[src/rtl/hazard_scoreboard_if.sv]
// Decode-side bundle for the hazard scoreboard.
// master = decode stage, slave = scoreboard.
interface hazard_scoreboard_if #(
    parameter int REG_AW = 5,
    parameter int DEPTH  = 3,
    parameter int LW     = $clog2(DEPTH),
    parameter int SW     = $clog2(DEPTH + 1),
    parameter int CNT_W  = 16
);
    logic              i_HSB_issue;
    logic              i_HSB_we;
    logic [REG_AW-1:0] i_HSB_wa;
    logic [LW-1:0]     i_HSB_lat;
    logic [REG_AW-1:0] i_HSB_ra0;
    logic [REG_AW-1:0] i_HSB_ra1;
    logic              i_HSB_use0;
    logic              i_HSB_use1;
    logic              i_HSB_flush;
    logic              o_HSB_stall;
    logic [SW-1:0]     o_HSB_fwd0;
    logic [SW-1:0]     o_HSB_fwd1;
    logic [DEPTH-1:0]  o_HSB_vld;
    logic [CNT_W-1:0]  o_HSB_stall_cnt;

    modport master (
        output i_HSB_issue, i_HSB_we, i_HSB_wa, i_HSB_lat,
        output i_HSB_ra0, i_HSB_ra1, i_HSB_use0, i_HSB_use1,
        output i_HSB_flush,
        input  o_HSB_stall, o_HSB_fwd0, o_HSB_fwd1,
        input  o_HSB_vld, o_HSB_stall_cnt
    );

    modport slave (
        input  i_HSB_issue, i_HSB_we, i_HSB_wa, i_HSB_lat,
        input  i_HSB_ra0, i_HSB_ra1, i_HSB_use0, i_HSB_use1,
        input  i_HSB_flush,
        output o_HSB_stall, o_HSB_fwd0, o_HSB_fwd1,
        output o_HSB_vld, o_HSB_stall_cnt
    );
endinterface

[src/rtl/hazard_scoreboard.sv]
// Shift scoreboard of in-flight register writes (entry 0 = EXE).
// Ports: clk, rstn (async low), bus = decode-side bundle (slave):
//   issue/we/wa/lat/ra0/ra1/use0/use1/flush in; stall/fwd0/fwd1/vld/stall_cnt out.
module hazard_scoreboard #(
    parameter int REG_AW = 5,
    parameter int DEPTH  = 3,
    parameter int LW     = $clog2(DEPTH),
    parameter int SW     = $clog2(DEPTH + 1),
    parameter int CNT_W  = 16
) (
    input  logic               clk,
    input  logic               rstn,
    hazard_scoreboard_if.slave bus
);

    typedef struct packed {
        logic              v;
        logic              we;
        logic [REG_AW-1:0] wa;
        logic [LW-1:0]     lat;
    } ent_t;

    ent_t             r_e [DEPTH];
    logic [CNT_W-1:0] r_cnt;

    logic             w_stall;
    logic             w_ins;
    logic [LW-1:0]    w_lat;
    ent_t             w_new;
    logic [DEPTH-1:0] w_vld;

    logic [REG_AW-1:0] w_ra  [2];
    logic              w_use [2];

    assign w_ra[0]  = bus.i_HSB_ra0;
    assign w_ra[1]  = bus.i_HSB_ra1;
    assign w_use[0] = bus.i_HSB_use0;
    assign w_use[1] = bus.i_HSB_use1;

    // Scan oldest to youngest so the youngest matching writer wins.
    for (genvar s = 0; s < 2; s++) begin : g_src
        logic [SW-1:0] fwd;
        logic          haz;
        always_comb begin
            fwd = '0;
            haz = 1'b0;
            if (w_use[s] && (w_ra[s] != '0)) begin
                for (int k = DEPTH - 1; k >= 0; k--) begin
                    if (r_e[k].v && r_e[k].we && (r_e[k].wa == w_ra[s])) begin
                        if (k >= int'(r_e[k].lat)) begin
                            fwd = SW'(k + 1);
                            haz = 1'b0;
                        end else begin
                            fwd = '0;
                            haz = 1'b1;
                        end
                    end
                end
            end
        end
    end

    assign w_stall = bus.i_HSB_issue && !bus.i_HSB_flush &&
                     (g_src[0].haz || g_src[1].haz);
    assign w_ins   = bus.i_HSB_issue && !w_stall && !bus.i_HSB_flush;

    // A result can never arrive later than the last tracked stage.
    assign w_lat = (int'(bus.i_HSB_lat) >= DEPTH) ? LW'(DEPTH - 1) : bus.i_HSB_lat;

    always_comb begin
        w_new     = '0;
        w_new.v   = w_ins;
        w_new.we  = bus.i_HSB_we;
        w_new.wa  = bus.i_HSB_wa;
        w_new.lat = w_lat;
    end

    always_ff @(posedge clk or negedge rstn) begin
        if (!rstn) begin
            for (int k = 0; k < DEPTH; k++) begin
                r_e[k] <= '0;
            end
            r_cnt <= '0;
        end else begin
            r_e[0] <= w_new;
            for (int k = 1; k < DEPTH; k++) begin
                r_e[k] <= r_e[k-1];
            end
            if (w_stall && (r_cnt != '1)) begin
                r_cnt <= r_cnt + 1'b1;
            end
        end
    end

    always_comb begin
        w_vld = '0;
        for (int k = 0; k < DEPTH; k++) begin
            w_vld[k] = r_e[k].v;
        end
    end

    assign bus.o_HSB_stall     = w_stall;
    assign bus.o_HSB_fwd0      = g_src[0].fwd;
    assign bus.o_HSB_fwd1      = g_src[1].fwd;
    assign bus.o_HSB_vld       = w_vld;
    assign bus.o_HSB_stall_cnt = r_cnt;

endmodule

[src/flat_wrapper.sv]
// flat-port wrapper written by rule: the top's interface ports become plain ports
module hazard_scoreboard_flat 
#(
    parameter int REG_AW = 5,
    parameter int DEPTH  = 3,
    parameter int LW     = $clog2(DEPTH),
    parameter int SW     = $clog2(DEPTH + 1),
    parameter int CNT_W  = 16
)
  (clk, rstn, bus_i_HSB_issue, bus_i_HSB_we, bus_i_HSB_wa, bus_i_HSB_lat, bus_i_HSB_ra0, bus_i_HSB_ra1, bus_i_HSB_use0, bus_i_HSB_use1, bus_i_HSB_flush, bus_o_HSB_stall, bus_o_HSB_fwd0, bus_o_HSB_fwd1, bus_o_HSB_vld, bus_o_HSB_stall_cnt);
  hazard_scoreboard_if #(.REG_AW(REG_AW), .DEPTH(DEPTH), .LW(LW), .SW(SW), .CNT_W(CNT_W)) bus_i ();
  input  logic clk;
  input  logic rstn;
  input wire logic [$bits(bus_i.i_HSB_issue)-1:0] bus_i_HSB_issue;
  input wire logic [$bits(bus_i.i_HSB_we)-1:0] bus_i_HSB_we;
  input wire logic [$bits(bus_i.i_HSB_wa)-1:0] bus_i_HSB_wa;
  input wire logic [$bits(bus_i.i_HSB_lat)-1:0] bus_i_HSB_lat;
  input wire logic [$bits(bus_i.i_HSB_ra0)-1:0] bus_i_HSB_ra0;
  input wire logic [$bits(bus_i.i_HSB_ra1)-1:0] bus_i_HSB_ra1;
  input wire logic [$bits(bus_i.i_HSB_use0)-1:0] bus_i_HSB_use0;
  input wire logic [$bits(bus_i.i_HSB_use1)-1:0] bus_i_HSB_use1;
  input wire logic [$bits(bus_i.i_HSB_flush)-1:0] bus_i_HSB_flush;
  output wire logic [$bits(bus_i.o_HSB_stall)-1:0] bus_o_HSB_stall;
  output wire logic [$bits(bus_i.o_HSB_fwd0)-1:0] bus_o_HSB_fwd0;
  output wire logic [$bits(bus_i.o_HSB_fwd1)-1:0] bus_o_HSB_fwd1;
  output wire logic [$bits(bus_i.o_HSB_vld)-1:0] bus_o_HSB_vld;
  output wire logic [$bits(bus_i.o_HSB_stall_cnt)-1:0] bus_o_HSB_stall_cnt;
  assign bus_i.i_HSB_issue = bus_i_HSB_issue;
  assign bus_i.i_HSB_we = bus_i_HSB_we;
  assign bus_i.i_HSB_wa = bus_i_HSB_wa;
  assign bus_i.i_HSB_lat = bus_i_HSB_lat;
  assign bus_i.i_HSB_ra0 = bus_i_HSB_ra0;
  assign bus_i.i_HSB_ra1 = bus_i_HSB_ra1;
  assign bus_i.i_HSB_use0 = bus_i_HSB_use0;
  assign bus_i.i_HSB_use1 = bus_i_HSB_use1;
  assign bus_i.i_HSB_flush = bus_i_HSB_flush;
  assign bus_o_HSB_stall = bus_i.o_HSB_stall;
  assign bus_o_HSB_fwd0 = bus_i.o_HSB_fwd0;
  assign bus_o_HSB_fwd1 = bus_i.o_HSB_fwd1;
  assign bus_o_HSB_vld = bus_i.o_HSB_vld;
  assign bus_o_HSB_stall_cnt = bus_i.o_HSB_stall_cnt;
  hazard_scoreboard #(.REG_AW(REG_AW), .DEPTH(DEPTH), .LW(LW), .SW(SW), .CNT_W(CNT_W)) u_core (.clk(clk), .rstn(rstn), .bus(bus_i));
endmodule
[config.mk]
export PLATFORM = sky130hd
export DESIGN_NAME = hazard_scoreboard_flat
export DESIGN_NICKNAME = d
export VERILOG_FILES = /design/src/rtl/hazard_scoreboard_if.sv /design/src/rtl/hazard_scoreboard.sv /design/src/flat_wrapper.sv
export SDC_FILE = /design/constraint.sdc
export NUM_CORES = 1
export LEC_CHECK = 0
export CAP_MARGIN = 30
export CORE_ASPECT_RATIO = 1.25
export CORE_MARGIN = 2
export CORE_UTILIZATION = 53
export DETAILED_ROUTE_END_ITERATION = 10
export PLACE_DENSITY = 0.95
export SLEW_MARGIN = 10
export SYNTH_ARGS = -nofsm -noshare
export SYNTH_HDL_FRONTEND = slang
export SYNTH_SLANG_ARGS = --single-unit
[constraint.sdc]
create_clock -name clk -period 4 [get_ports clk]
set_clock_uncertainty 0.15 [all_clocks]
set_input_delay 1 -clock clk [delete_from_list [all_inputs] [get_ports clk]]
set_output_delay 1 -clock clk [all_outputs]
set_load 0.02 [all_outputs]
==> results of run 1 <==
[synthesized netlist by cell type (all sizes together), types with 2 or more instances]
library cell,number,area share (%)
a21oi,3,0.91
a31oi,2,0.61
and2,2,0.61
and3,3,0.91
and4,3,1.4
buf,4,1.6
dfrtp,43,52
inv,3,0.55
mux2i,2,0.98
nand2,13,2.4
nand2b,2,0.61
nand3,6,1.5
nand4,6,1.8
nor2,14,2.6
nor3,12,3.4
nor3b,2,0.73
o2111a,2,1.1
o21ai,2,0.49
o31ai,2,1.2
or4,2,0.73
xnor2,20,8.5
xor2,24,10
[cell type report]
type	instances	area [um2]	share of cell area, %
well taps	40	50.0	1.82
clock inverters	1	5.00	0.182
clock buffers	6	82.6	3.00
flip-flops and latches	43	1080	39.0
inverters	3	11.3	0.409
multi-input cells	129	973	35.3
repair buffers	60	558	20.2
[per-layer routing]
metal,track usage [%],part of all wire (%),vias up
li1,-,-,733
met1,27.9,38,784
met2,42.3,55,55
met3,5.99,4.5,13
met4,10.9,2.4,0
met5,0,0,-
[state kept, by name (all words and copies together) (netlist names)]
signal,flops
u_core.r_e,24
u_core.bus.o_HSB_stall_cnt,16
u_core.bus.o_HSB_vld,3
[cell families after synthesis]
logic type | Yosys count | share of synthesized area [%]
compound gates | 14 | 5.97
xor+xnor | 44 | 18.8
fa+ha+maj | 1 | 0.609
buf+inv | 8 | 2.38
flops | 43 | 52.4
mux | 3 | 1.71
simple gates | 67 | 18.2
[cell usage in the layout, fill, tap and decap left out, types with 3 or more instances in the layout]
cell / instances
sky130_fd_sc_hd__nor3_1: 7
sky130_fd_sc_hd__clkbuf_8: 6
sky130_fd_sc_hd__nand3_1: 6
sky130_fd_sc_hd__xnor2_1: 20
sky130_fd_sc_hd__dfrtp_1: 43
sky130_fd_sc_hd__clkdlybuf4s50_1: 31
sky130_fd_sc_hd__nor3_2: 4
sky130_fd_sc_hd__inv_1: 3
sky130_fd_sc_hd__nand2_1: 12
sky130_fd_sc_hd__xor2_1: 24
sky130_fd_sc_hd__dlygate4sd2_1: 12
sky130_fd_sc_hd__buf_4: 12
sky130_fd_sc_hd__nand4_1: 6
sky130_fd_sc_hd__and3_1: 3
sky130_fd_sc_hd__nor2_1: 14
[power by group through the flow]
stage          logic (mW)  clock network (mW)  registers (mW)
6_report            0.101               0.278           0.464
5_1_grt             0.110               0.303           0.466
4_1_cts            0.0980               0.283           0.464
3_5_place_dp       0.0960                   0           0.473
3_3_place_gp       0.0938                   0           0.471
2_1_floorplan      0.0428                   0           0.470
[per-stage QoR]
| step | cell area [um2] | instances | total power, mW | TNS (ns) |
|---|---|---|---|---|
| floorplan | 2050 | 180 | 0.513 | 0 |
| global placement | 2600 | 271 | 0.565 | -1.39 |
| detailed placement | 2600 | 271 | 0.569 | -1.63 |
| CTS | 2740 | 281 | 0.845 | 0 |
| global route | 2760 | 282 | 0.880 | -0.0106 |
| finish | 2760 | 282 | 0.843 | 0 |
[critical path, stage by stage]
cell and delay [ns]:
sky130_fd_sc_hd__dlygate4sd2_1 0.28, sky130_fd_sc_hd__buf_4 0.15, sky130_fd_sc_hd__xnor2_1 0.21, sky130_fd_sc_hd__nand2_2 0.13
sky130_fd_sc_hd__o2111a_1 0.30, sky130_fd_sc_hd__o31ai_4 0.22, sky130_fd_sc_hd__a21o_4 0.16, sky130_fd_sc_hd__inv_1 0.03
sky130_fd_sc_hd__clkdlybuf4s15_1 0.27
[repair_timing]
action | 4_1_cts | 5_1_grt
setup endpoints to repair | 5 | 4
pin swaps | 6 | 0
buffers inserted | 3 | 0
gates resized for setup | 22 | 5
hold buffers | 0 | 0
[worst max-delay path by stage]
stage / to / depth (start not counted)
after CTS: bus_o_HSB_stall / 8
after floorplan: bus_o_HSB_stall / 6
after global placement: bus_o_HSB_stall / 8
final: bus_o_HSB_stall / 9
after detailed placement: bus_o_HSB_stall / 8
after global routing: bus_o_HSB_stall / 9
==> flow_metrics.tcl, run 1 <==
set metrics [dict create \
    outcome "finished, final reports clean" \
    clockPowerShare_pct 32.9 \
    critical_path_class "in -> out" \
    cts_htree_levels 2 \
    worst_slew_margin_rel_pct 62.2 \
    syn_nets 205 \
    cellLeakagePower_nw 1.21 \
    period_minus_slack_ns 3.93 \
    detailedPlace.worstSlack_ns -0.405 \
    clk_root_buffer_cell "sky130_fd_sc_hd__clkbuf_8" \
    power.switching_mw 0.208 \
    finalHoldWorstSlack_ns 0.221 \
    global_route_wire_length_before_repair_mm 7.93 \
    overflow 0 \
    ctsLongestPathBuffers 2 \
    crit_path_max_fanout 4 \
    reg_power_share_pct 55.0 \
    critPathLaunchType "input port" \
    combinationalPowerShare_pct 12.0 \
    worst-endpoint-required_ns 2.85 \
    min_period_over_period_pct 98.2 \
    clock_slew_at_reported_path_ffs_ns 0.08 \
    die-height_um 73.6 \
    drt.antenna.violating_nets 0 \
    yosysSeqAreaShare_pct 52.4 \
    ff2ff_path_depth 8 \
    max_cap_violations 0 \
    achievable-frequency_mhz 255 \
    design_internal_power_mw 0.635 \
    swShare_pct 24.7 \
    flow.area_growth_from_synthesis_pct 34.2 \
    layout-drive-gt1-share_pct 15.7 \
    slew_limit_fails 0 \
    route.detailed.wl_per_inst_um 17.4 \
    regToRegEndpoint "u_core.bus.o_HSB_stall_cnt[13]" \
    num_io_pins 48 \
    r2r_setup_slack_ns 1.48 \
    worst_pin_slew_ns 0.566 \
    timing.critical_path.to_type "output port" \
    netlist_area_um2 2050 \
    grt_use_total_pct 24.4 \
    synth_cells 180 \
    startpoint_of_the_worst_slack_reg_to_reg_timing_path "u_core.r_e[4]" \
    worst_hold_path_type "reg -> reg" \
    detail_route.wirelength_mm 4.91 \
    cp.arrival_ns 2.78 \
    worst_ir_drop_vdd_mv 0.220 \
    hold_depth 0 \
    hpwl_mm 3.46 \
    starting_density_pct 54.7 \
    cts_buffers 5 \
    drc_markers 0 \
    first_global_vias 1708 \
    die_width_um 59.7 \
    layout.core_utilization_pct 73.4 \
    num_rows 25 \
    place_congestion 0.824 \
    via_count 1585 \
    clock_sink_count 43 \
    drtPass1Iterations 4 \
    n_fill_cell 251 \
    antennaDiodeCount 0 \
    nets 267 \
    drt_first_iter_violations 42 \
    cts_tree "done" \
    ys.flop_type "sky130_fd_sc_hd__dfrtp_1" \
    largest_net_degree_at_the_start_of_global_routing 44 \
    final.setup.worst_slack_ns 0.0724 \
    whs_endpoint "u_core.r_e[0]" \
    finalHoldViolCount 0 \
    worst_skew_pair.late_latency_ns 0.29 \
    synth_cell_types 35 \
    synthesis.yosys.warnings 0 \
    placeableCoreArea_um2 3750 \
    synth_area_per_cell_um2 11.4 \
    postSynth.asyncResetShare_pct 100 \
    viasPerCell 5.62 \
    floorplan_die_area_um2 4390 \
    number_of_antenna_violations_at_the_first_check_in_global_routing 0 \
    power.density_cell_area_nw_per_um2 306 \
    beginning_of_the_critical_path "bus_i_HSB_ra0[2]" \
    holdCritStartpoint "u_core.r_e[9]" \
    synth.ff_latch_count 43 \
    buffer_ports.inserted 47 \
    synth_edf_count 0 \
    setup-violations-final 0 \
]
(Power assumes the default switching activity.)
==> run 2: changes to the inputs <==
CORE_ASPECT_RATIO = default   (was 1.25)
==> run 2 against run 1 <==
Against the previous run: via count is 0.69% lower; clock-buffer cell count is the same; combinational power barely moved; core utilization up 2.1 points; worst setup slack better by 0.035 ns; flip-flop and latch count is the same; global-route usage is 2.2 points lower; critical path type unchanged; largest power group unchanged.
==> flow_metrics.tcl, run 2 (same netlist as run 1, synthesis figures left out) <==
set metrics [dict create \
    global_route_wire_length_before_repair_mm 7.21 \
    ctsLongestPathBuffers 2 \
    antennaDiodeCount 0 \
    critical_path_class "in -> out" \
    whs_endpoint "u_core.r_e[0]" \
    worst_pin_slew_ns 0.573 \
    multi_input_comb_area_um2 965 \
    drtPass1Iterations 4 \
    final.setup.worst_slack_ns 0.107 \
    drt.antenna.violating_nets 0 \
    beginning_of_the_critical_path "bus_i_HSB_ra0[3]" \
    worst-endpoint-required_ns 2.85 \
    path_cells "dlygate4sd2_1, xnor2_1, nand4_1, o2111a_1, o31ai_4, a21o_4, inv_1, dlygate4sd2_1" \
    largest_net_degree_at_the_start_of_global_routing 44 \
    hpwl_mm 3.29 \
    post_cts_hold_buffer_count 0 \
    cp_slowest_cell "sky130_fd_sc_hd__o2111a_1" \
    via_count 1574 \
    layout-drive-gt1-share_pct 14.9 \
    finalInstanceArea_um2 2790 \
    clock_sink_count 43 \
    regToRegEndpoint "u_core.bus.o_HSB_stall_cnt[9]" \
    number_of_flip_flops_in_the_largest_register 24 \
    route.detailed.wl_per_inst_um 15.4 \
    detailedPlace.worstSlack_ns -0.369 \
    min_period_over_period_pct 97.3 \
    timing.critical_path.mode_cell "sky130_fd_sc_hd__dlygate4sd2_1" \
    power.density_cell_area_nw_per_um2 317 \
    crit_path_max_fanout 4 \
    grt.met2_usage_pct 35.3 \
    worst_ir_drop_vdd_mv 0.242 \
    number_of_antenna_violations_at_the_first_check_in_global_routing 0 \
    starting_density_pct 55.7 \
    cp.arrival_ns 2.74 \
    worst_skew_pair.late_latency_ns 0.30 \
    finalHoldWorstSlack_ns 0.208 \
    flow.area_growth_from_synthesis_pct 35.8 \
    layout.area.seq_um2 1080 \
    use_met3_pct 4.60 \
    drc_markers 0 \
    nets 266 \
    viasPerCell 5.45 \
    cts_tree "done" \
    r2r_setup_slack_ns 1.49 \
    period_minus_slack_ns 3.89 \
    drt_first_iter_violations 111 \
    finalHoldViolCount 0 \
    clk_root_buffer_cell "sky130_fd_sc_hd__clkbuf_8" \
    detail_route.wirelength_mm 4.44 \
    setup-violations-final 0 \
    grt_busiest_layer "met2" \
    final_cell_mix "43 x sky130_fd_sc_hd__dfrtp_1, 31 x sky130_fd_sc_hd__clkdlybuf4s50_1, 24 x sky130_fd_sc_hd__xor2_1, 20 x sky130_fd_sc_hd__xnor2_1, 14 x sky130_fd_sc_hd__nor2_1" \
    largest-register "u_core.r_e" \
    floorplan_die_area_um2 4390 \
    worst_hold_path_type "reg -> reg" \
    place_congestion 0.913 \
    mostFrequentLayoutCell "sky130_fd_sc_hd__dfrtp_1" \
    hold_depth 0 \
    grt_use_total_pct 22.2 \
    die_width_um 66.2 \
    overflow 0 \
    holdCritStartpoint "u_core.r_e[9]" \
    ff2ff_path_depth 8 \
    achievable-frequency_mhz 257 \
    num_io_pins 48 \
    cts_htree_levels 2 \
    total_placed_instance_area_um2 2620 \
    outcome "finished, final reports clean" \
    cellLeakagePower_nw 1.23 \
    n_fill_cell 236 \
    max_cap_violations 0 \
    buffer_ports.inserted 47 \
    clock_slew_at_reported_path_ffs_ns 0.07 \
    startpoint_of_the_worst_slack_reg_to_reg_timing_path "u_core.r_e[22]" \
    worst_slew_margin_rel_pct 61.8 \
    die-height_um 66.2 \
    slew_limit_fails 0 \
    rsz0062_at_grt "false" \
    timing.critical_path.to_type "output port" \
    first_global_vias 1534 \
    critPathLaunchType "input port" \
    gr-usage-met1_pct 30.3 \
    num_rows 22 \
    cts_buffers 5 \
    critical-path-max-stage-delay_ns 0.33 \
    placeableCoreArea_um2 3690 \
]
run 2: report_power, final:
group / internal [mW] / switching, mW / total, mW
Clock: 0.183 / 0.137 / 0.319
Sequential: 0.450 / 0.0146 / 0.464
Combinational: 0.0504 / 0.0510 / 0.101
Total: 0.683 / 0.202 / 0.885
run 2: cell type report:
class,count,area share (%)
Clock buffer,6,2.60
Sequential cell,43,38.6
Inverter,3,0.404
Clock inverter,1,1.08
Tap cell,48,2.15
Timing Repair Buffer,59,20.6
Multi-Input combinational cell,129,34.6
run 2: per-layer routing:
metal | part of all wire [%] | routed length, um
met1 | 45 | 2010
met2 | 49 | 2190
met3 | 3.9 | 175
met4 | 1.5 | 65
met5 | 0 | 0
run 2: worst max path at each step:
stage               slack, ns                 to
floorplan                0.67    bus_o_HSB_stall
global placement        -0.33    bus_o_HSB_stall
detailed placement      -0.37  bus_o_HSB_fwd0[1]
CTS                     -0.14    bus_o_HSB_stall
global route             0.03    bus_o_HSB_stall
finish                   0.11    bus_o_HSB_stall
run 2: repair_timing:
action	in CTS	in global routing
cloned	0	0
buffers inserted	0	1
setup endpoints to repair	5	5
gates resized for setup	17	9
pin swaps	2	2
run 2: worst max-delay path, delay by kind of cell:
kind / cells / cell delay (ns)
simple gates: 1 / 0.20
buf+inv: 3 / 0.63
xor+xnor: 1 / 0.20
compound gates: 3 / 0.71
run 2: stage by stage:
step	utilization (%)	power, mW	setup TNS (ns)	cells
floorplan	-	0.513	0	180
global placement	70.9	0.566	-1.41	280
detailed placement	70.9	0.569	-1.55	280
CTS	73.7	0.886	-0.138	287
global route	75.6	0.920	0	289
finish	75.6	0.885	0	289
==> run 3: changes to the inputs <==
SKIP_CTS_REPAIR_TIMING = 1   (was default)
==> run 3 against run 2 <==
Against the previous run: register-to-register slack worse by 0.05 ns; hold slack improved by 0.0017 ns; critical path depth rose by 1; fmax is 6.3% higher; non-clock buffer count unchanged; clock-buffer cell count stayed put; critical path type unchanged; largest power group unchanged; highest routed layer unchanged.
==> flow_metrics.tcl, run 3 (same netlist as run 1, synthesis figures left out) <==
set metrics [dict create \
    outcome "finished, final reports clean" \
    worst_hold_path_type "reg -> reg" \
    number_of_antenna_violations_at_the_first_check_in_global_routing 0 \
    whs_endpoint "u_core.r_e[0]" \
    worst_pin_slew_ns 0.573 \
    drtPass1Iterations 4 \
    largest_net_degree_at_the_start_of_global_routing 44 \
    worst_slew_margin_rel_pct 61.8 \
    detail_route.wirelength_mm 4.65 \
    worst_ir_drop_vdd_mv 0.256 \
    num_io_pins 48 \
    via_count 1570 \
    cp.arrival_ns 2.51 \
    achievable-frequency_mhz 273 \
    finalHoldWorstSlack_ns 0.210 \
    swShare_pct 22.9 \
    max_cap_violations 0 \
    clock_slew_at_reported_path_ffs_ns 0.07 \
    min_period_over_period_pct 91.6 \
    die_width_um 66.2 \
    ff2ff_path_depth 9 \
    regToRegEndpoint "u_core.bus.o_HSB_stall_cnt[9]" \
    worst-endpoint-required_ns 2.85 \
    finalHoldViolCount 0 \
    total_placed_instance_area_um2 2620 \
    overflow 0 \
    holdCritStartpoint "u_core.r_e[9]" \
    final_cell_mix "43 x sky130_fd_sc_hd__dfrtp_1, 31 x sky130_fd_sc_hd__clkdlybuf4s50_1, 24 x sky130_fd_sc_hd__xor2_1, 20 x sky130_fd_sc_hd__xnor2_1" \
    rsz0062_at_grt "false" \
    flow.area_growth_from_synthesis_pct 37.5 \
    cts_tree "done" \
    cts_buffers 5 \
    die-height_um 66.2 \
    cts_htree_levels 2 \
    floorplan_die_area_um2 4390 \
    critical_path_class "in -> out" \
    power.switching_mw 0.203 \
    power.density_cell_area_nw_per_um2 315 \
    route.detailed.wl_per_inst_um 16.1 \
    r2r_setup_slack_ns 1.44 \
    crit_path_max_fanout 4 \
    finalInstanceArea_um2 2820 \
    drc_markers 0 \
    finish.cell_count_without_fillers 289 \
    design_internal_power_mw 0.685 \
    critPathLaunchType "input port" \
    place_congestion 0.913 \
    number_of_flip_flops_in_the_largest_register 24 \
    ctsLongestPathBuffers 2 \
    detailedPlace.worstSlack_ns -0.369 \
    mostFrequentLayoutCell "sky130_fd_sc_hd__dfrtp_1" \
    viasPerCell 5.43 \
    first_global_vias 1527 \
    hpwl_mm 3.29 \
    final.setup.worst_slack_ns 0.337 \
    slew_limit_fails 0 \
    largest-register "u_core.r_e" \
    timing.critical_path.to_type "output port" \
    combinationalPowerShare_pct 11.8 \
    reg_power_share_pct 52.3 \
    drt.antenna.violating_nets 0 \
    startpoint_of_the_worst_slack_reg_to_reg_timing_path "u_core.r_e[14]" \
    num_rows 22 \
    drt_first_iter_violations 77 \
    clockPowerShare_pct 35.9 \
    nets 266 \
    setup-violations-final 0 \
    grt_use_total_pct 22.2 \
    place.detailed.instances 280 \
    layout-drive-gt1-share_pct 15.8 \
    hold_depth 0 \
    global_route_wire_length_before_repair_mm 7.18 \
    power_mw 0.888 \
    starting_density_pct 55.7 \
    clk_root_buffer_cell "sky130_fd_sc_hd__clkbuf_8" \
    antennaDiodeCount 0 \
    placeableCoreArea_um2 3690 \
    clock_sink_count 43 \
    worst_skew_pair.late_latency_ns 0.30 \
    period_minus_slack_ns 3.66 \
    buffer_ports.inserted 47 \
    cellLeakagePower_nw 1.33 \
]
[run 3: cell count changes in the layout (fill, tap and decap cells not counted)]
cell,change
sky130_fd_sc_hd__and4_1,-1
sky130_fd_sc_hd__and4_2,+1
sky130_fd_sc_hd__clkbuf_2,+1
sky130_fd_sc_hd__clkdlybuf4s15_2,-2
sky130_fd_sc_hd__dlygate4sd2_1,-8
sky130_fd_sc_hd__dlymetal6s2s_1,+9
sky130_fd_sc_hd__nor3_1,-1
sky130_fd_sc_hd__nor3_2,+1
sky130_fd_sc_hd__or4_1,-1
sky130_fd_sc_hd__or4_4,+1
[run 3: metal layers]
layer | track usage, % | up-vias | routed length [um]
met5 | 0 | - | 0
met4 | 7.65 | 0 | 78
met3 | 4.60 | 9 | 165
met2 | 35.3 | 37 | 2340
met1 | 30.1 | 789 | 2060
li1 | - | 735 | -
[run 3: cell type report]
class | instances | area, um2
clock inverter | 1 | 30.0
tap | 48 | 60.1
clock buffer | 6 | 72.6
timing repair buffer | 59 | 598
inverter | 3 | 11.3
sequential | 43 | 1080
multi-input combinational | 129 | 975
fill | 221 | 866
[run 3: worst max-delay path by stage]
stage | start | to | slack [ns] | cells past startpoint
2_1_floorplan | bus_i_HSB_ra0[1] | bus_o_HSB_stall | 0.67 | 6
3_3_place_gp | bus_i_HSB_ra1[1] | bus_o_HSB_stall | -0.33 | 8
3_5_place_dp | bus_i_HSB_ra0[1] | bus_o_HSB_fwd0[1] | -0.37 | 8
4_1_cts | bus_i_HSB_ra0[3] | bus_o_HSB_stall | -0.37 | 8
5_1_grt | bus_i_HSB_ra1[4] | bus_o_HSB_fwd1[0] | 0.27 | 9
6_report | bus_i_HSB_ra0[3] | bus_o_HSB_stall | 0.34 | 9
[run 3: through the flow]
stage	setup TNS [ns]	util, %
finish	0	76.5
global route	0	76.5
global placement	-1.41	70.9
CTS	-1.61	73.7
floorplan	0	-
detailed placement	-1.55	70.9
[run 3: power groups by stage]
stage | clock network [mW] | logic (mW) | registers [mW]
finish | 0.319 | 0.105 | 0.465
global route | 0.342 | 0.114 | 0.466
CTS | 0.325 | 0.0982 | 0.464
detailed placement | 0 | 0.0967 | 0.472
global placement | 0 | 0.0945 | 0.471
floorplan | 0 | 0.0428 | 0.470
[run 3: worst max-delay path, stage by stage]
cell and delay, ns:
sky130_fd_sc_hd__dlymetal6s2s_1 0.19, sky130_fd_sc_hd__xnor2_1 0.22, sky130_fd_sc_hd__nand4_1 0.18, sky130_fd_sc_hd__buf_4 0.18, sky130_fd_sc_hd__nor3_2 0.21, sky130_fd_sc_hd__o31ai_4 0.10, sky130_fd_sc_hd__a21o_4 0.23, sky130_fd_sc_hd__inv_1 0.05
sky130_fd_sc_hd__clkbuf_2 0.15
